### src/rtl/circ_buffer_param.sv
// Parametrised single-clock circular FIFO with occupancy count, almost
// thresholds, a read-valid strobe, an undo (clear) command and encoded
// error reporting.
//
// Command handshake: wr_en/rd_en/clear are sampled on every rising CLK
// edge with no back-pressure. A rejected command leaves all state alone
// and raises error for exactly one cycle; err_code keeps the cause until
// the next rejection. rd_valid pulses for one cycle whenever rd_data was
// loaded by that edge.
module circ_buffer_param #(
   parameter int DATA_W   = 8,
   parameter int DEPTH    = 8,
   parameter int AF_LEVEL = DEPTH - 2,
   parameter int AE_LEVEL = 2
) (
   input  logic                       CLK,
   input  logic                       RESET,
   input  logic                       wr_en,
   input  logic                       rd_en,
   input  logic                       clear,
   input  logic [DATA_W-1:0]          wr_data,
   output logic [DATA_W-1:0]          rd_data,
   output logic                       rd_valid,
   output logic                       fifo_empty,
   output logic                       fifo_full,
   output logic                       almost_empty,
   output logic                       almost_full,
   output logic [$clog2(DEPTH+1)-1:0] count,
   output logic                       error,
   output logic [2:0]                 err_code
);

   localparam int PTR_W = (DEPTH > 1) ? $clog2(DEPTH) : 1;
   localparam int CNT_W = $clog2(DEPTH + 1);

   localparam logic [PTR_W-1:0] LAST_PTR = PTR_W'(DEPTH - 1);
   localparam logic [CNT_W-1:0] FULL_CNT = CNT_W'(DEPTH);

   localparam logic [2:0] ERR_OVERFLOW  = 3'd1;
   localparam logic [2:0] ERR_UNDERFLOW = 3'd2;
   localparam logic [2:0] ERR_ILLEGAL   = 3'd3;
   localparam logic [2:0] ERR_UNDO      = 3'd4;

   logic [DATA_W-1:0] r_mem [0:DEPTH-1];
   logic [PTR_W-1:0]  r_head;
   logic [PTR_W-1:0]  r_tail;
   logic [CNT_W-1:0]  r_count;
   logic [DATA_W-1:0] r_rd_data;
   logic              r_rd_valid;
   logic              r_error;
   logic [2:0]        r_err_code;

   logic              w_empty;
   logic              w_full;
   logic              w_illegal;
   logic              w_wr_only;
   logic              w_rd_only;
   logic              w_both;
   logic              w_clr_only;
   logic              w_push;
   logic              w_pop;
   logic              w_bypass;
   logic              w_undo;
   logic              w_err;
   logic [2:0]        w_err_code;

   // Pointers wrap explicitly so any DEPTH works, not just powers of two.
   function automatic logic [PTR_W-1:0] ptr_inc(input logic [PTR_W-1:0] p);
      return (p == LAST_PTR) ? '0 : p + 1'b1;
   endfunction

   function automatic logic [PTR_W-1:0] ptr_dec(input logic [PTR_W-1:0] p);
      return (p == '0) ? LAST_PTR : p - 1'b1;
   endfunction

   assign w_empty = (r_count == '0);
   assign w_full  = (r_count == FULL_CNT);

   // Command decode: clear may not be combined with anything else.
   assign w_illegal  = clear & (wr_en | rd_en);
   assign w_wr_only  = wr_en & ~rd_en & ~clear;
   assign w_rd_only  = rd_en & ~wr_en & ~clear;
   assign w_both     = wr_en & rd_en & ~clear;
   assign w_clr_only = clear & ~wr_en & ~rd_en;

   // A simultaneous write+read on a non-empty buffer (even full) moves both
   // pointers; on an empty buffer the write data goes straight to rd_data.
   assign w_push   = (w_wr_only & ~w_full) | (w_both & ~w_empty);
   assign w_pop    = (w_rd_only & ~w_empty) | (w_both & ~w_empty);
   assign w_bypass = w_both & w_empty;
   assign w_undo   = w_clr_only & ~w_empty;

   assign w_err = (w_wr_only & w_full) | (w_rd_only & w_empty) |
                  (w_clr_only & w_empty) | w_illegal;

   assign w_err_code = w_illegal               ? ERR_ILLEGAL   :
                       (w_wr_only & w_full)    ? ERR_OVERFLOW  :
                       (w_rd_only & w_empty)   ? ERR_UNDERFLOW :
                       (w_clr_only & w_empty)  ? ERR_UNDO      : 3'd0;

   // Storage array: written at the tail, never reset (pointers define validity).
   always_ff @(posedge CLK) begin
      if (w_push && !RESET) begin
         r_mem[r_tail] <= wr_data;
      end
   end

   // Pointer and occupancy bookkeeping.
   always_ff @(posedge CLK or posedge RESET) begin
      if (RESET) begin
         r_head  <= '0;
         r_tail  <= '0;
         r_count <= '0;
      end else begin
         if (w_pop)  r_head <= ptr_inc(r_head);
         if (w_push) r_tail <= ptr_inc(r_tail);
         if (w_undo) r_tail <= ptr_dec(r_tail);
         if (w_push && !w_pop)
            r_count <= r_count + 1'b1;
         else if ((w_pop && !w_push) || w_undo)
            r_count <= r_count - 1'b1;
      end
   end

   // Registered read data and its one-cycle valid strobe.
   always_ff @(posedge CLK or posedge RESET) begin
      if (RESET) begin
         r_rd_data  <= '0;
         r_rd_valid <= 1'b0;
      end else begin
         r_rd_valid <= w_pop | w_bypass;
         if (w_pop)
            r_rd_data <= r_mem[r_head];
         else if (w_bypass)
            r_rd_data <= wr_data;
      end
   end

   // Error pulse; the cause code is held until the next rejected command.
   always_ff @(posedge CLK or posedge RESET) begin
      if (RESET) begin
         r_error    <= 1'b0;
         r_err_code <= 3'd0;
      end else begin
         r_error <= w_err;
         if (w_err) r_err_code <= w_err_code;
      end
   end

   assign rd_data      = r_rd_data;
   assign rd_valid     = r_rd_valid;
   assign count        = r_count;
   assign error        = r_error;
   assign err_code     = r_err_code;
   assign fifo_empty   = w_empty;
   assign fifo_full    = w_full;
   assign almost_empty = (int'(r_count) <= AE_LEVEL);
   assign almost_full  = (int'(r_count) >= AF_LEVEL);

endmodule

### config.mk
export PLATFORM = sky130hd
export DESIGN_NAME = circ_buffer_param
export DESIGN_NICKNAME = d
export VERILOG_FILES = /design/src/rtl/circ_buffer_param.sv
export SDC_FILE = /design/constraint.sdc
export NUM_CORES = 1
export LEC_CHECK = 0
export ABC_AREA = 1
export ABC_CLOCK_PERIOD_IN_PS = 2100
export CORE_MARGIN = 1.5
export CORE_UTILIZATION = 57
export CTS_BUF_LIST = sky130_fd_sc_hd__clkbuf_16
export DETAILED_ROUTE_END_ITERATION = 16
export PLACE_DENSITY = 0.88
export SLEW_MARGIN = 20
export SYNTH_ARGS = -nofsm -noshare
export SYNTH_HDL_FRONTEND = slang
export SYNTH_SLANG_ARGS = --single-unit
### constraint.sdc
create_clock -name CLK -period 2.1 [get_ports CLK]
set_input_delay 0.315 -clock CLK [delete_from_list [all_inputs] [get_ports CLK]]
set_output_delay 0.315 -clock CLK [all_outputs]
set_load 0.05 [all_outputs]
==> out/qor.csv, run 1 <==
stage,metric,value,unit
pwr,p_sw,2.66,mW
setup_path,path_delay_family,buffers and inverters,
clock_tree,h-tree-depth,3,
sta,finalWorstSetupSlack,0.108,ns
global_route,overflow_after_grt,0,
synthesis,netlist-cell-type-count,27,
setup_path,r2r_end,count[3]$_DFFE_PP0P_,
clock_tree,postCtsHoldBufs,0,
clock_tree,cts_tree,yes,
pwr,cellLeakagePower,2.02,nW
placement,port_buffers,33,
synthesis,synth.cell_area,3960,um2
setup_path,cell_breakdown_of_the_critical_path,clkdlybuf4s50_1,
synthesis,muxShareOfSynthArea,0,%
synthesis,ys.warnings.count,0,
setup_path,timing.critical_path.fanout_max,6,
pwr,power.share.sequential,35.5,%
floorplan,io_pins,34,
pwr,power.density,1370,nW/um2
worst_hold_path,timing.hold.worst.class,in2async,
setup_path,worstPathBufferInverterCount,1,
sta,maxClockFrequency,502,MHz
routing,drt_wl_total,8430,um
finish,antennaDiodeCount,0,
global_route,grt_resource_usage_total,24.5,%
synthesis,yosys_register_bits,87,
global_route,vias_in_the_first_global_route,2985,
clock_tree,clock_sink_total,87,
setup_path,setup.worst_path.start_class,flop,
clock_tree,clock_tree.buffer_depth,2,
sta,grt_setup_unrepaired,false,
routing,drt_pass1_iterations,4,
clock_tree,ctsRootBufferMaster,sky130_fd_sc_hd__clkbuf_16,
finish,layout-area-overhead-vs-synth,19.3,%
pwr,intPower,3.81,mW
floorplan,floorplan.initialDensity,58.6,%
synthesis,syn-instance-count,407,
placement,dp_worst_setup_slack,-0.0618,ns
clock_tree,post_cts_buffers,0,
routing,wl_per_cell,15.6,um
synthesis,synth_top_area_share,48.5,%
setup_path,timing.setup.critical_path_class,reg2out,
routing,drtAntennaViolNets,0,
sta,layout_min_cycle_time,1.99,ns
placement,post-dp-hpwl,5750,um
setup_path,critical_path.slowest_cell,sky130_fd_sc_hd__clkdlybuf4s50_1,
setup_path,crit_path_end_kind,output port,
job,timing.max_cap.violations,0,
finish,finish.instance_area,4730,um2
synthesis,synth_compound_gate_area_share,4.67,%
synthesis,synth_top_family_by_area,simple AND/OR/NAND/NOR gates,
clock_tree,clk_transition_reported_paths,0.06,ns
synthesis,post-synth-top-area-cell,sky130_fd_sc_hd__edfxtp_1,
floorplan,dieWidth,86.4,um
synthesis,synth-simple-area-share,24.6,%
setup_path,cpPeakStageDelay,0.86,ns
floorplan,die_area,7460,um2
routing,dr.first_iter.drc_count,244,
global_route,grt_max_degree,35,
synthesis,post_synth_xor_area_fraction,0.442,%
finish,final_layout_size_suffix_gt1_share,12.1,%
routing,viasPerCell,5.41,
sta,final.hold.worst_slack,0.437,ns
setup_path,reg2reg_from,count[0]$_DFFE_PP0P_,
setup_path,worstPathRequired,1.78,ns
sta,finalClockSkew,0.00822,ns
setup_path,r2r_setup_slack,0.30,ns
routing,dr_total_vias,2925,
sta,slew_headroom,64.6,%
pwr,p_clk_share,23.2,%
placement,global_placement_routability_congestion,0.864,
finish,nFillCells,457,
floorplan,fp.coreArea,6760,um2
clock_tree,cts-buffers-inserted,9,
synthesis,seq_area_frac_synth,63.0,%
synthesis,syn-num-nets,429,
outcome,status,"complete, no violations",
synthesis,synth-adder-area-share,3.03,%
finish,finalCoreUtilization,70.0,%
setup_path,r2r_cells,10,
setup_path,cp_data_arrival_time,1.68,ns
sta,finalHoldViolCount,0,
sta,layout_worst_path_cycle_share,94.9,%
synthesis,synth_top_cells_by_area,"sky130_fd_sc_hd__edfxtp_1 (49%), sky130_fd_sc_hd__dfrtp_1 (15%), sky130_fd_sc_hd__nand2_1 (14%)",
setup_path,setup.worst_path.start,count[0]$_DFFE_PP0P_,
sta,setup_viol_count_final,0,
sta,drv_slew,0,
finish,design.final.nets,478,
sta,tightestPinTransition,0.531,ns
global_route,grt_antenna_before_repair,0,
placement,post_dp_cell_area,4440,um2
clock_tree,cts_repair_resize_count,0,
floorplan,dieHeight,86.4,um
global_route,grt_first_pass_wirelength,13600,um
routing,remaining_drc_errors,0,
pwr,vdd_drop_max,1030,uV
pwr,power.share.switching,41.1,%
pwr,power.share.combinational,41.3,%
floorplan,placementRows,30,
clock_tree,clock_insertion_delay_worst_skew,0.34,ns
synthesis,syn_avg_cell_area,9.74,um2
==> tightest hold or removal path, cell delays in order <==
cell,delay [ns]
sky130_fd_sc_hd__clkdlybuf4s50_1,0.47
sky130_fd_sc_hd__inv_1,0.08
sky130_fd_sc_hd__buf_4,0.30
==> per-layer routing <==
metal	global-route usage, %	routed length [um]	share of wire, %	vias to the layer above
li1	-	-	-	1435
met1	28.5	3440	41	1409
met2	44.0	4520	54	71
met3	3.81	347	4.1	10
met4	12.3	121	1.4	0
met5	0	0	0	-
==> final cells by class <==
type / instances / area [um2] / share of cell area (%)
clock buffers: 10 / 250 / 5.29
clock inverters: 6 / 35.0 / 0.741
inverters: 26 / 97.6 / 2.06
multi-input cells: 282 / 1300 / 27.5
flip-flops and latches: 87 / 2500 / 52.8
well taps: 80 / 100 / 2.12
repair buffers: 50 / 448 / 9.48
==> per-stage QoR <==
| stage | std cells | power (mW) | TNS [ns] |
|---|---|---|---|
| after CTS | 541 | 6.48 | 0 |
| after detailed placement | 525 | 4.98 | -1.39 |
| final | 541 | 6.48 | 0 |
| after global routing | 541 | 6.86 | 0 |
| after floorplan | 407 | 4.21 | 0 |
| after global placement | 525 | 4.89 | 0 |
==> registers in the layout, indices dropped and copies added (netlist names) <==
name / count
count: 4
err_code: 3
error: 1
r_head: 3
r_mem: 64
r_tail: 3
rd_data: 8
rd_valid: 1
==> cells by family (layout without fill, tap and decap cells) <==
logic type,Yosys count,count (layout)
xor gates and xnor gates,2,2
AOI/OAI and AO/OA,37,37
and+or+nand+nor,234,234
adders and majority gates,9,9
buffers and inverters,38,92
DFF,87,87
==> worst max path at each step <==
stage | to | slack (ns) | depth (start not counted)
global placement | count[3]$_DFFE_PP0P_ | 0.0002 | 10
global route | count[0] | 0.05 | 1
floorplan | r_mem[1][0]$_DFFE_PP_ | 0.001 | 8
detailed placement | count[3]$_DFFE_PP0P_ | -0.06 | 10
finish | count[0] | 0.11 | 1
CTS | count[0] | 0.1 | 1
==> cell usage in the layout, fill, tap and decap left out <==
cell type and n:
sky130_fd_sc_hd__nor3_4 1, sky130_fd_sc_hd__nor2_1 45, sky130_fd_sc_hd__nand4_1 1, sky130_fd_sc_hd__inv_2 6, sky130_fd_sc_hd__xor2_1 2, sky130_fd_sc_hd__clkbuf_16 10
sky130_fd_sc_hd__inv_1 20, sky130_fd_sc_hd__o21ai_1 3, sky130_fd_sc_hd__nor2_2 2, sky130_fd_sc_hd__nand2_2 8, sky130_fd_sc_hd__nand2_4 1, sky130_fd_sc_hd__buf_4 21
sky130_fd_sc_hd__clkinv_2 1, sky130_fd_sc_hd__clkdlybuf4s50_1 29, sky130_fd_sc_hd__or2_2 1, sky130_fd_sc_hd__clkinvlp_4 1, sky130_fd_sc_hd__ha_1 8, sky130_fd_sc_hd__nand2_1 146
sky130_fd_sc_hd__clkinv_4 1, sky130_fd_sc_hd__clkinv_1 2, sky130_fd_sc_hd__edfxtp_1 64, sky130_fd_sc_hd__fa_1 1, sky130_fd_sc_hd__dfrtp_1 23, sky130_fd_sc_hd__nand3_2 1
sky130_fd_sc_hd__nand3_1 26, sky130_fd_sc_hd__nor2_4 1, sky130_fd_sc_hd__o21ai_0 24, sky130_fd_sc_hd__nor3_1 1, sky130_fd_sc_hd__a21oi_1 10, sky130_fd_sc_hd__inv_4 1
==> synthesized netlist by cell type, drive strengths merged <==
cell type	n
nand2	155
edfxtp	64
nor2	48
nand3	27
o21ai	27
inv	24
dfrtp	23
a21oi	10
buf	10
ha	8
clkbuf	2
clkinv	2
nor3	2
xor2	2
fa	1
nand4	1
or2	1
==> power groups by stage <==
stage          clock (mW)  sequential (mW)  combinational (mW)
2_1_floorplan           0             2.70                1.50
3_3_place_gp            0             2.32                2.57
3_5_place_dp            0             2.32                2.65
4_1_cts              1.51             2.29                2.68
5_1_grt              1.58             2.33                2.95
6_report             1.50             2.30                2.68
(Power assumes the default switching activity.)
==> run 2: changes to the inputs <==
CELL_PAD_IN_SITES_DETAIL_PLACEMENT = 1   (was not set)
CELL_PAD_IN_SITES_GLOBAL_PLACEMENT = 1   (was not set)
CORE_UTILIZATION = 45   (was 57)
==> run 2 against run 1 <==
  * Sequential share of layout area shrank 0.49 points
  * Power rose by 1.8%
  * Clock skew increased by 0.00080 ns
  * Sequential power hardly changed
==> out/qor.csv, run 2 (synthesis gave the netlist of run 1 again) <==
stage,metric,value,unit,change
floorplan,dieWidth,96.8,um,was 86.4 um
sta,finalHoldViolCount,0,,unchanged
setup_path,cp_data_arrival_time,1.63,ns,was 1.68 ns
clock_tree,clk_transition_reported_paths,0.06,ns,about the same
global_route,overflow_after_grt,0,,unchanged
sta,maxClockFrequency,514,MHz,was 502 MHz
setup_path,setup.worst_path.start_class,flop,,unchanged
finish,sequential_cell_area,2500,um2,about the same
setup_path,timing.critical_path.fanout_max,5,,was 6
sta,slew_headroom,63.0,%,was 64.6%
placement,post_dp_cell_area,4470,um2,was 4440 um2
pwr,p_clk_share,23.8,%,was 23.2%
finish,commonest_non_fill_non_tap_cell_in_the_layout,sky130_fd_sc_hd__nand2_1,,unchanged
job,timing.max_cap.violations,0,,unchanged
placement,post-dp-hpwl,6970,um,was 5750 um
pwr,power.share.combinational,41.1,%,was 41.3%
routing,dr_total_vias,2955,,was 2925
routing,wl_per_cell,17.0,um,was 15.6 um
routing,drt_pass1_iterations,4,,unchanged
pwr,vdd_drop_max,817,uV,was 1030 uV
placement,dp_worst_setup_slack,-0.0905,ns,was -0.0618 ns
outcome,status,"complete, no violations",,unchanged
finish,nFillCells,967,,was 457
clock_tree,clock_insertion_delay_worst_skew,0.34,ns,about the same
clock_tree,post_cts_buffers,0,,unchanged
finish,flip_flop_count_of_the_largest_register_all_copies_and_words_added,64,,unchanged
clock_tree,cts_repair_resize_count,0,,unchanged
sta,drv_slew,0,,unchanged
sta,layout_worst_path_cycle_share,92.7,%,was 94.9%
global_route,grt_antenna_before_repair,0,,unchanged
sta,finalWorstSetupSlack,0.153,ns,was 0.108 ns
finish,final_layout_size_suffix_gt1_share,12.0,%,was 12.1%
pwr,power.density,1380,nW/um2,was 1370 nW/um2
finish,antennaDiodeCount,0,,unchanged
clock_tree,h-tree-depth,3,,unchanged
finish,finalCoreUtilization,55.3,%,was 70.0%
floorplan,die_area,9380,um2,was 7460 um2
pwr,power.share.switching,41.5,%,was 41.1%
routing,dr.first_iter.drc_count,152,,was 244
global_route,vias_in_the_first_global_route,3284,,was 2985
worst_hold_path,timing.hold.worst.class,in2async,,unchanged
sta,setup_viol_count_final,0,,unchanged
pwr,power.share.sequential,35.2,%,was 35.5%
placement,port_buffers,33,,unchanged
setup_path,cpPeakStageDelay,0.85,ns,was 0.86 ns
floorplan,dieHeight,96.8,um,was 86.4 um
global_route,grt_first_pass_wirelength,16100,um,was 13600 um
setup_path,worstPathBufferInverterCount,1,,unchanged
routing,viasPerCell,5.20,,was 5.41
floorplan,placementRows,34,,was 30
floorplan,floorplan.initialDensity,45.9,%,was 58.6%
setup_path,cell_breakdown_of_the_critical_path,clkdlybuf4s50_1,,unchanged
clock_tree,postCtsHoldBufs,0,,unchanged
finish,finish.instance_area,4770,um2,was 4730 um2
routing,remaining_drc_errors,0,,unchanged
setup_path,timing.setup.critical_path_class,reg2out,,unchanged
setup_path,worstPathRequired,1.78,ns,about the same
pwr,cellLeakagePower,2.03,nW,was 2.02 nW
clock_tree,clock_tree.buffer_depth,2,,unchanged
finish,layout-area-overhead-vs-synth,20.5,%,was 19.3%
setup_path,critical_path.slowest_cell,sky130_fd_sc_hd__clkdlybuf4s50_1,,unchanged
sta,finalClockSkew,0.00902,ns,was 0.00822 ns
finish,design.final.nets,477,,was 478
clock_tree,clock_sink_total,87,,unchanged
finish,multiInputGateArea,1300,um2,unchanged
finish,layout_common_cells,"sky130_fd_sc_hd__nand2_1 (146), sky130_fd_sc_hd__edfxtp_1 (64), sky130_fd_sc_hd__nor2_1 (45)",,unchanged
finish,biggest_register,r_mem,,unchanged
clock_tree,ctsRootBufferMaster,sky130_fd_sc_hd__clkbuf_16,,unchanged
setup_path,crit_path_end_kind,output port,,unchanged
routing,drt_wl_total,9650,um,was 8430 um
floorplan,io_pins,34,,unchanged
pwr,intPower,3.86,mW,was 3.81 mW
clock_tree,cts_tree,yes,,unchanged
sta,tightestPinTransition,0.554,ns,was 0.531 ns
setup_path,path_delay_family,buffers and inverters,,unchanged
pwr,p_sw,2.74,mW,was 2.66 mW
sta,final.hold.worst_slack,0.270,ns,was 0.437 ns
sta,grt_setup_unrepaired,false,,unchanged
sta,layout_min_cycle_time,1.95,ns,was 1.99 ns
global_route,grt_max_degree,35,,unchanged
clock_tree,cts-buffers-inserted,9,,unchanged
placement,global_placement_routability_congestion,0.844,,was 0.864
global_route,grt_resource_usage_total,22.0,%,was 24.5%
floorplan,fp.coreArea,8640,um2,was 6760 um2
routing,drtAntennaViolNets,0,,unchanged
run 2: worst paths after layout:
check,from,to,slack [ns],cells past startpoint
min in group CLK,err_code[2]$_DFFE_PP0P_,err_code[2]$_DFFE_PP0P_,0.51,2
max,count[1]$_DFFE_PP0P_,count[1],0.15,1
min,RESET,r_tail[1]$_DFFE_PP0P_,0.27,2
max in group asynchronous,RESET,count[0]$_DFFE_PP0P_,1.32,3
min reg2reg,err_code[2]$_DFFE_PP0P_,err_code[2]$_DFFE_PP0P_,0.51,2
max reg2reg,count[0]$_DFFE_PP0P_,count[3]$_DFFE_PP0P_,0.22,10
run 2: final cells by class:
cell class                      instances  share of cell area, %
Clock buffer                           11                   5.77
Clock inverter                          5                  0.577
Inverter                               26                   2.04
Multi-Input combinational cell        282                   27.2
Sequential cell                        87                   52.3
Tap cell                              108                   2.83
Timing Repair Buffer                   49                   9.23
run 2: per-stage QoR:
step / TNS (ns) / total power, mW / std cells
after CTS: 0 / 6.63 / 568
after floorplan: 0 / 4.21 / 407
after global placement: 0 / 4.91 / 552
after detailed placement: -0.490 / 5.05 / 552
final: 0 / 6.60 / 568
after global routing: 0 / 7.01 / 568
run 2: power by group through the flow:
stage | clock (mW) | sequential [mW] | combinational, mW
after floorplan | 0 | 2.70 | 1.50
after global placement | 0 | 2.33 | 2.58
after detailed placement | 0 | 2.34 | 2.71
after CTS | 1.58 | 2.31 | 2.74
after global routing | 1.65 | 2.35 | 3.00
final | 1.57 | 2.32 | 2.71
run 2: layer usage:
layer / global-route usage [%] / wire length, um
met1: 25.6 / 3970
met2: 39.8 / 5200
met3: 4.77 / 281
met5: 0 / 0
met4: 8.03 / 195
